## src/rtl/ecpri_pkg.sv

```systemverilog
// rtl/ecpri_pkg.sv - shared eCPRI types, default widths, requester IDs and header offsets
package ecpri_pkg;
   localparam int DEF_DATA_WIDTH = 8;
   localparam int DEF_ADDR_WIDTH = 16;
   localparam int DEF_LEN_WIDTH  = 8;

   localparam logic REQ_RX   = 1'b0;
   localparam logic REQ_RESP = 1'b1;

   typedef enum logic [2:0] {
      ST_IDLE    = 3'd0,
      ST_WR      = 3'd1,
      ST_RD      = 3'd2,
      ST_RD_TAIL = 3'd3,
      ST_FIN     = 3'd4
   } arb_state_e;

   // Byte offsets in the common header and the remote-memory-access message body
   localparam int HDR_REV_OFS          = 0;
   localparam int HDR_MSG_TYPE_OFS     = 1;
   localparam int HDR_PAYLOAD_SIZE_OFS = 2;
   localparam int HDR_LEN              = 4;
   localparam int RMA_ID_OFS           = 4;
   localparam int RMA_RW_OFS           = 5;
   localparam int RMA_ELEM_ID_OFS      = 6;
   localparam int RMA_ADDR_OFS         = 8;
   localparam int RMA_LEN_OFS          = 14;
   localparam int RMA_PAYLOAD_OFS      = 16;
endpackage

```

## src/rtl/ecpri_mem_arb_if.sv

```systemverilog
// rtl/ecpri_mem_arb_if.sv - requester and payload-RAM signals of the memory arbiter
interface ecpri_mem_arb_if import ecpri_pkg::*; #(
   parameter int DATA_WIDTH = DEF_DATA_WIDTH,
   parameter int ADDR_WIDTH = DEF_ADDR_WIDTH,
   parameter int LEN_WIDTH  = DEF_LEN_WIDTH
);
   logic                  req_0;
   logic [ADDR_WIDTH-1:0] start_addr_0;
   logic [LEN_WIDTH-1:0]  len_0;
   logic [DATA_WIDTH-1:0] wdata_0;
   logic                  wr_ack_0;
   logic                  gnt_0;
   logic                  done_0;
   logic                  req_1;
   logic [ADDR_WIDTH-1:0] start_addr_1;
   logic [LEN_WIDTH-1:0]  len_1;
   logic [DATA_WIDTH-1:0] rdata_1;
   logic                  rvalid_1;
   logic                  gnt_1;
   logic                  done_1;
   logic [ADDR_WIDTH-1:0] mem_addr;
   logic [DATA_WIDTH-1:0] mem_wdata;
   logic                  mem_we;
   logic                  mem_oe;
   logic [DATA_WIDTH-1:0] mem_rdata;

   modport master (
      output req_0, start_addr_0, len_0, wdata_0, req_1, start_addr_1, len_1, mem_rdata,
      input  wr_ack_0, gnt_0, done_0, rdata_1, rvalid_1, gnt_1, done_1,
             mem_addr, mem_wdata, mem_we, mem_oe
   );

   modport slave (
      input  req_0, start_addr_0, len_0, wdata_0, req_1, start_addr_1, len_1, mem_rdata,
      output wr_ack_0, gnt_0, done_0, rdata_1, rvalid_1, gnt_1, done_1,
             mem_addr, mem_wdata, mem_we, mem_oe
   );
endinterface

```

## src/rtl/ecpri_rr_pick.sv

```systemverilog
// rtl/ecpri_rr_pick.sv - two-way round-robin selector, purely combinational
module ecpri_rr_pick import ecpri_pkg::*; (
   input  logic req_0,
   input  logic req_1,
   input  logic last_gnt,
   output logic gnt_valid,
   output logic gnt_idx
);
   always_comb begin
      gnt_valid = req_0 | req_1;
      if (req_0 && req_1) begin
         gnt_idx = ~last_gnt;
      end else if (req_1) begin
         gnt_idx = REQ_RESP;
      end else begin
         gnt_idx = REQ_RX;
      end
   end
endmodule

```

## src/rtl/ecpri_mem_arb.sv

```systemverilog
// rtl/ecpri_mem_arb.sv - payload-RAM arbiter running fixed-length write/read bursts
module ecpri_mem_arb import ecpri_pkg::*; #(
   parameter int DATA_WIDTH = DEF_DATA_WIDTH,
   parameter int ADDR_WIDTH = DEF_ADDR_WIDTH,
   parameter int LEN_WIDTH  = DEF_LEN_WIDTH
) (
   input logic            clk,
   input logic            reset_n,
   ecpri_mem_arb_if.slave bus
);
   arb_state_e            state_q, state_d;
   logic                  last_gnt_q, last_gnt_d;
   logic [ADDR_WIDTH-1:0] start_q, start_d;
   logic [LEN_WIDTH-1:0]  len_q, len_d;
   logic [LEN_WIDTH-1:0]  k_q, k_d;
   logic                  gnt_0_q, gnt_0_d;
   logic                  gnt_1_q, gnt_1_d;
   logic                  done_0_q, done_0_d;
   logic                  done_1_q, done_1_d;
   logic                  wr_ack_q, wr_ack_d;
   logic                  mem_we_q, mem_we_d;
   logic                  mem_oe_q, mem_oe_d;
   logic                  rvalid_q, rvalid_d;
   logic [ADDR_WIDTH-1:0] mem_addr_q, mem_addr_d;
   logic [DATA_WIDTH-1:0] mem_wdata_q, mem_wdata_d;
   logic                  pick_valid;
   logic                  pick_idx;
   logic                  last_beat;

   ecpri_rr_pick u_pick (
      .req_0     (bus.req_0),
      .req_1     (bus.req_1),
      .last_gnt  (last_gnt_q),
      .gnt_valid (pick_valid),
      .gnt_idx   (pick_idx)
   );

   assign last_beat = (LEN_WIDTH'(k_q + 1'b1) == len_q);

   always_comb begin
      state_d     = state_q;
      last_gnt_d  = last_gnt_q;
      start_d     = start_q;
      len_d       = len_q;
      k_d         = k_q;
      gnt_0_d     = gnt_0_q;
      gnt_1_d     = gnt_1_q;
      done_0_d    = 1'b0;
      done_1_d    = 1'b0;
      wr_ack_d    = 1'b0;
      mem_we_d    = 1'b0;
      mem_oe_d    = 1'b0;
      rvalid_d    = mem_oe_q;
      mem_addr_d  = mem_addr_q;
      mem_wdata_d = mem_wdata_q;
      case (state_q)
         ST_IDLE: begin
            if (pick_valid) begin
               start_d = (pick_idx == REQ_RESP) ? bus.start_addr_1 : bus.start_addr_0;
               len_d   = (pick_idx == REQ_RESP) ? bus.len_1 : bus.len_0;
               k_d     = '0;
               gnt_0_d = (pick_idx == REQ_RX);
               gnt_1_d = (pick_idx == REQ_RESP);
               if (len_d == '0) begin
                  state_d = ST_FIN;
               end else if (pick_idx == REQ_RESP) begin
                  state_d = ST_RD;
               end else begin
                  state_d  = ST_WR;
                  wr_ack_d = 1'b1;
               end
            end
         end
         ST_WR: begin
            mem_addr_d  = start_q + ADDR_WIDTH'(k_q);
            mem_wdata_d = bus.wdata_0;
            mem_we_d    = 1'b1;
            k_d         = k_q + 1'b1;
            // wr_ack stays up only while another byte is still owed
            if (last_beat) begin
               state_d = ST_FIN;
            end else begin
               wr_ack_d = 1'b1;
            end
         end
         ST_RD: begin
            mem_addr_d = start_q + ADDR_WIDTH'(k_q);
            mem_oe_d   = 1'b1;
            k_d        = k_q + 1'b1;
            if (last_beat) begin
               state_d = ST_RD_TAIL;
            end
         end
         ST_RD_TAIL: begin
            state_d = ST_FIN;
         end
         ST_FIN: begin
            done_0_d   = gnt_0_q;
            done_1_d   = gnt_1_q;
            last_gnt_d = gnt_1_q;
            gnt_0_d    = 1'b0;
            gnt_1_d    = 1'b0;
            state_d    = ST_IDLE;
         end
         default: begin
            state_d = ST_IDLE;
         end
      endcase
   end

   always_ff @(posedge clk or negedge reset_n) begin
      if (!reset_n) begin
         state_q     <= ST_IDLE;
         last_gnt_q  <= REQ_RESP;
         start_q     <= '0;
         len_q       <= '0;
         k_q         <= '0;
         gnt_0_q     <= 1'b0;
         gnt_1_q     <= 1'b0;
         done_0_q    <= 1'b0;
         done_1_q    <= 1'b0;
         wr_ack_q    <= 1'b0;
         mem_we_q    <= 1'b0;
         mem_oe_q    <= 1'b0;
         rvalid_q    <= 1'b0;
         mem_addr_q  <= '0;
         mem_wdata_q <= '0;
      end else begin
         state_q     <= state_d;
         last_gnt_q  <= last_gnt_d;
         start_q     <= start_d;
         len_q       <= len_d;
         k_q         <= k_d;
         gnt_0_q     <= gnt_0_d;
         gnt_1_q     <= gnt_1_d;
         done_0_q    <= done_0_d;
         done_1_q    <= done_1_d;
         wr_ack_q    <= wr_ack_d;
         mem_we_q    <= mem_we_d;
         mem_oe_q    <= mem_oe_d;
         rvalid_q    <= rvalid_d;
         mem_addr_q  <= mem_addr_d;
         mem_wdata_q <= mem_wdata_d;
      end
   end

   assign bus.gnt_0     = gnt_0_q;
   assign bus.gnt_1     = gnt_1_q;
   assign bus.done_0    = done_0_q;
   assign bus.done_1    = done_1_q;
   assign bus.wr_ack_0  = wr_ack_q;
   assign bus.mem_we    = mem_we_q;
   assign bus.mem_oe    = mem_oe_q;
   assign bus.rvalid_1  = rvalid_q;
   assign bus.mem_addr  = mem_addr_q;
   assign bus.mem_wdata = mem_wdata_q;
   assign bus.rdata_1   = bus.mem_rdata;
endmodule
```

## src/flat_wrapper.sv

```systemverilog
// flat-port wrapper written by rule: the top's interface ports become plain ports
module ecpri_mem_arb_flat import ecpri_pkg::*;
#(
   parameter int DATA_WIDTH = DEF_DATA_WIDTH,
   parameter int ADDR_WIDTH = DEF_ADDR_WIDTH,
   parameter int LEN_WIDTH  = DEF_LEN_WIDTH
)
  (clk, reset_n, bus_req_0, bus_start_addr_0, bus_len_0, bus_wdata_0, bus_req_1, bus_start_addr_1, bus_len_1, bus_mem_rdata, bus_wr_ack_0, bus_gnt_0, bus_done_0, bus_rdata_1, bus_rvalid_1, bus_gnt_1, bus_done_1, bus_mem_addr, bus_mem_wdata, bus_mem_we, bus_mem_oe);
  ecpri_mem_arb_if #(.DATA_WIDTH(DATA_WIDTH), .ADDR_WIDTH(ADDR_WIDTH), .LEN_WIDTH(LEN_WIDTH)) bus_i ();
  input logic clk;
  input logic reset_n;
  input wire logic [$bits(bus_i.req_0)-1:0] bus_req_0;
  input wire logic [$bits(bus_i.start_addr_0)-1:0] bus_start_addr_0;
  input wire logic [$bits(bus_i.len_0)-1:0] bus_len_0;
  input wire logic [$bits(bus_i.wdata_0)-1:0] bus_wdata_0;
  input wire logic [$bits(bus_i.req_1)-1:0] bus_req_1;
  input wire logic [$bits(bus_i.start_addr_1)-1:0] bus_start_addr_1;
  input wire logic [$bits(bus_i.len_1)-1:0] bus_len_1;
  input wire logic [$bits(bus_i.mem_rdata)-1:0] bus_mem_rdata;
  output wire logic [$bits(bus_i.wr_ack_0)-1:0] bus_wr_ack_0;
  output wire logic [$bits(bus_i.gnt_0)-1:0] bus_gnt_0;
  output wire logic [$bits(bus_i.done_0)-1:0] bus_done_0;
  output wire logic [$bits(bus_i.rdata_1)-1:0] bus_rdata_1;
  output wire logic [$bits(bus_i.rvalid_1)-1:0] bus_rvalid_1;
  output wire logic [$bits(bus_i.gnt_1)-1:0] bus_gnt_1;
  output wire logic [$bits(bus_i.done_1)-1:0] bus_done_1;
  output wire logic [$bits(bus_i.mem_addr)-1:0] bus_mem_addr;
  output wire logic [$bits(bus_i.mem_wdata)-1:0] bus_mem_wdata;
  output wire logic [$bits(bus_i.mem_we)-1:0] bus_mem_we;
  output wire logic [$bits(bus_i.mem_oe)-1:0] bus_mem_oe;
  assign bus_i.req_0 = bus_req_0;
  assign bus_i.start_addr_0 = bus_start_addr_0;
  assign bus_i.len_0 = bus_len_0;
  assign bus_i.wdata_0 = bus_wdata_0;
  assign bus_i.req_1 = bus_req_1;
  assign bus_i.start_addr_1 = bus_start_addr_1;
  assign bus_i.len_1 = bus_len_1;
  assign bus_i.mem_rdata = bus_mem_rdata;
  assign bus_wr_ack_0 = bus_i.wr_ack_0;
  assign bus_gnt_0 = bus_i.gnt_0;
  assign bus_done_0 = bus_i.done_0;
  assign bus_rdata_1 = bus_i.rdata_1;
  assign bus_rvalid_1 = bus_i.rvalid_1;
  assign bus_gnt_1 = bus_i.gnt_1;
  assign bus_done_1 = bus_i.done_1;
  assign bus_mem_addr = bus_i.mem_addr;
  assign bus_mem_wdata = bus_i.mem_wdata;
  assign bus_mem_we = bus_i.mem_we;
  assign bus_mem_oe = bus_i.mem_oe;
  ecpri_mem_arb #(.DATA_WIDTH(DATA_WIDTH), .ADDR_WIDTH(ADDR_WIDTH), .LEN_WIDTH(LEN_WIDTH)) u_core (.clk(clk), .reset_n(reset_n), .bus(bus_i));
endmodule
```

## config.mk

```make
export PLATFORM = sky130hd
export DESIGN_NAME = ecpri_mem_arb_flat
export DESIGN_NICKNAME = d
export VERILOG_FILES = /design/src/rtl/ecpri_pkg.sv /design/src/rtl/ecpri_mem_arb_if.sv /design/src/rtl/ecpri_rr_pick.sv /design/src/rtl/ecpri_mem_arb.sv /design/src/flat_wrapper.sv
export SDC_FILE = /design/constraint.sdc
export NUM_CORES = 1
export LEC_CHECK = 0
export BUFFER_PORTS_ARGS = -buffer_cell sky130_fd_sc_hd__buf_2
export CAP_MARGIN = 20
export CORE_UTILIZATION = 55
export CTS_BUF_LIST = sky130_fd_sc_hd__clkbuf_4 sky130_fd_sc_hd__clkbuf_8
export CTS_CLUSTER_SIZE = 20
export DETAILED_ROUTE_END_ITERATION = 10
export PLACE_DENSITY_LB_ADDON = 0.12
export SETUP_SLACK_MARGIN = 0.02
export SLEW_MARGIN = 20
export SYNTH_ARGS = -nofsm -noshare
export SYNTH_HDL_FRONTEND = slang
export SYNTH_SLANG_ARGS = --single-unit
```

## constraint.sdc

```tcl
create_clock -name clk -period 5.4 [get_ports clk]
set_clock_uncertainty 0.1 [all_clocks]
set_input_delay 0.54 -clock clk [delete_from_list [all_inputs] [get_ports clk]]
set_output_delay 0.54 -clock clk [all_outputs]
set_load 0.01 [all_outputs]
```

==> impl_metrics.py <==
metrics = {
    "synthesis": {
        "synth_area_mm2": 0.00373,
        "ys_ff_latch": 68,
        "synth_area_leaders": "dfrtp_1, mux2i_1, a21oi_1",
        "synthFlopType": "dfrtp_1",
        "synth-edff-count": 0,
        "synthArstFlopShare_pct": 100,
        "ys_warn_count": 0,
        "synth_top_area_share_pct": 45.0,
        "netlist_instances": 388,
        "synth_cell_type_count": 52,
        "seq_area_frac_synth_pct": 45.7,
        "synth.largest_area_cell": "dfrtp_1",
        "synthTopCellsByCount": "dfrtp_1, nor2_1, a21oi_1, o21ai_0, nand2_1",
        "synth_nets": 466,
        "avgSynthCellArea_um2": 9.61,
        "yosysMostFrequentCell": "dfrtp_1",
    },
    "clock_network": {
        "clk_path_buf_depth": 2,
        "clk_pin_slew_ns": 0.08,
        "h-tree-depth": 3,
        "post_cts_buffers": 0,
        "cts_made_buffers": 9,
        "cts_hold_buf": 0,
        "clk_latency_ns": 0.35,
        "cts.sinks": 68,
        "cts-root-buf": "clkbuf_8",
        "cts_tree": "done",
        "cts.repair.resized": 0,
    },
    "routing": {
        "wirelength_um": 8170,
        "wl_per_cell_um": 14.9,
        "post_drt_via_cell_ratio": 5.67,
        "drt_iter0_markers": 228,
        "route.detailed.drc": 7,
        "ant_nets": 0,
        "dr.pass1.iters": 7,
        "vias": 3112,
    },
    "floorplanning": {
        "fp.dieH_um": 84.4,
        "die_x_um": 84.4,
        "dieArea_mm2": 0.00711,
        "pin_count": 108,
        "core_area_mm2": 0.00646,
        "initial_core_util_pct": 57.7,
        "rows": 29,
    },
    "worst_setup_path": {
        "critPathTopFamily": "adder cells",
        "max_stage_delay_ns": 0.48,
        "critPathKind": "reg -> reg",
        "crit_slowest_cell": "dfrtp_1",
        "crit_chain": "ha_1 -> fa_1 -> a21oi_1 -> o2111ai_1 -> nand4_1 -> xor2_1 -> o21ai_0",
        "critPathMaxFanout": 7,
        "cp_num_buf_inv": 0,
        "cp-end-kind": "register",
        "arrival_ns": 2.48,
        "crit_required_ns": 5.52,
        "critPathLaunchType": "register",
    },
    "global_route": {
        "grt_max_degree": 69,
        "grt_pass1_wl_um": 13800,
        "antenna_found_initial": 0,
        "grt_overflow": 0,
        "track_usage_pct": 25.1,
        "grt_pass1_vias": 2957,
    },
    "sta": {
        "max_slew_margin_pct": 42.3,
        "fmax_ghz": 0.423,
        "drv_slew": 0,
        "period_share_pct": 43.7,
        "setup_viol": 0,
        "hold_slack_ns": 0.251,
        "rsz0062_at_grt": "false",
        "finalCriticalPeriod_ns": 2.36,
        "fin_setup_tns_ns": 0,
        "worst_slew_pin_slew_ns": 0.866,
        "hold_viol": 0,
    },
    "placement": {
        "post_dp_cell_area_mm2": 0.00419,
        "dp_cells": 532,
        "portBuffers": 91,
        "gp_congestion": 0.840,
        "dpl.hpwl_um": 5710,
    },
    "finish": {
        "num_antenna_cells": 0,
        "finalNonFillerCells": 549,
        "fill_cells": 524,
        "area_growth_pct": 19.6,
        "fin_nets": 545,
        "drive_gt1_share_pct": 27.1,
        "design_area_mm2": 0.00446,
    },
    "run": {
        "drv_cap": 0,
    },
    "power_and_ir_drop": {
        "powerDensity_mw_per_mm2": 602,
        "p_leak_nw": 2.07,
        "ir_drop_uv": 301,
    },
    "run_status": {
        "status": "finished, violations left",
        "violations": "design-rule violations",
    },
    "hold_path": {
        "hold_path_class": "in -> async",
    },
}
-- logic make-up after synthesis --
| family | synth area share (%) |
|---|---|
| buffers and inverters | 4.46 |
| DFF | 45.7 |
| muxes | 9.69 |
| xor gates and xnor gates | 4.70 |
| adders and majority gates | 3.56 |
| and+or+nand+nor | 16.5 |
| AOI/OAI and AO/OA | 15.4 |
-- cell usage in the layout, fill, tap and decap left out, types with 2 or more instances in the layout --
master,count
nand3_1,15
a21oi_1,33
and2_1,3
clkbuf_8,9
o21bai_1,2
inv_1,8
nand2_1,27
buf_2,91
xor2_1,9
nor3_1,9
nor2_1,41
o31ai_1,4
ha_1,9
mux2i_1,26
xnor2_1,11
and3_1,10
nor4_1,6
o21a_1,2
clkinvlp_4,2
o211ai_1,3
bufinv_16,3
nand4_1,5
o21ai_0,29
inv_6,2
buf_4,3
dfrtp_1,67
a21o_1,3
o41ai_1,2
a211oi_1,2
mux2_2,9
-- routing by layer --
layer  share of wire [%]  track usage (%)
met5                   0                0
met4                 1.5             9.24
met3                 4.7             5.80
met2                  50             42.1
met1                  44             31.9
-- power by group --
group	internal [W]	total, W	switching (W)	leakage, nW
sequential	0.000747	0.000947	0.000201	0.808
clock	0.000310	0.000521	0.000211	0.116
combinational	0.000523	0.00122	0.000695	1.14
total	0.00158	0.00269	0.00111	2.07
-- worst paths after layout --
| check | startpoint | to | slack, ns | depth (start not counted) |
|---|---|---|---|---|
| worst max-delay path | u_core.k_q[0]$_DFFE_PN0P_ | u_core.bus.mem_addr[10]$_DFFE_PN0N_ | 3.04 | 7 |
| worst min-delay path | reset_n | u_core.bus.mem_addr[0]$_DFFE_PN0N_ | 0.25 | 2 |
| worst max register to register | u_core.k_q[0]$_DFFE_PN0P_ | u_core.bus.mem_addr[10]$_DFFE_PN0N_ | 3.04 | 7 |
| worst min register to register | u_core.bus.mem_oe$_DFF_PN0_ | u_core.bus.rvalid_1$_DFF_PN0_ | 0.28 | 0 |
| max in group asynchronous | reset_n | u_core.start_q[0]$_DFFE_PN0P_ | 4.36 | 2 |
| min in group clk | u_core.bus.mem_oe$_DFF_PN0_ | u_core.bus.rvalid_1$_DFF_PN0_ | 0.28 | 0 |
-- state kept, by name (all words and copies together) (netlist names) --
name,count
u_core.bus.mem_we,1
u_core.bus.done_1,1
u_core.bus.gnt_1,1
u_core.bus.done_0,1
u_core.bus.rvalid_1,1
u_core.bus.mem_oe,1
u_core.len_q,8
u_core.state_q,3
u_core.last_gnt_q,1
u_core.bus.gnt_0,1
u_core.bus.wr_ack_0,1
u_core.start_q,16
u_core.k_q,8
u_core.bus.mem_wdata,8
u_core.bus.mem_addr,16
-- per-stage QoR --
stage                     power (W)  utilization, %  setup slack [ns]
after global placement      0.00213            64.8              3.07
after floorplan             0.00181               -              3.34
after global routing        0.00292            69.0              2.85
final                       0.00269            69.0              3.04
after detailed placement    0.00217            64.8              3.02
after CTS                   0.00270            68.6              3.06
-- area by class of cell --
cell class / instances / area, µm² / share of cell area [%]
Sequential cell: 68 / 1700 / 38.2
Tap cell: 77 / 96.3 / 2.16
Inverter: 8 / 30.0 / 0.673
Clock inverter: 7 / 123 / 2.75
Timing Repair Buffer: 95 / 505 / 11.3
Multi-Input combinational cell: 285 / 1880 / 42.1
Clock buffer: 9 / 124 / 2.78
Power figures use the tool's default switching activity.
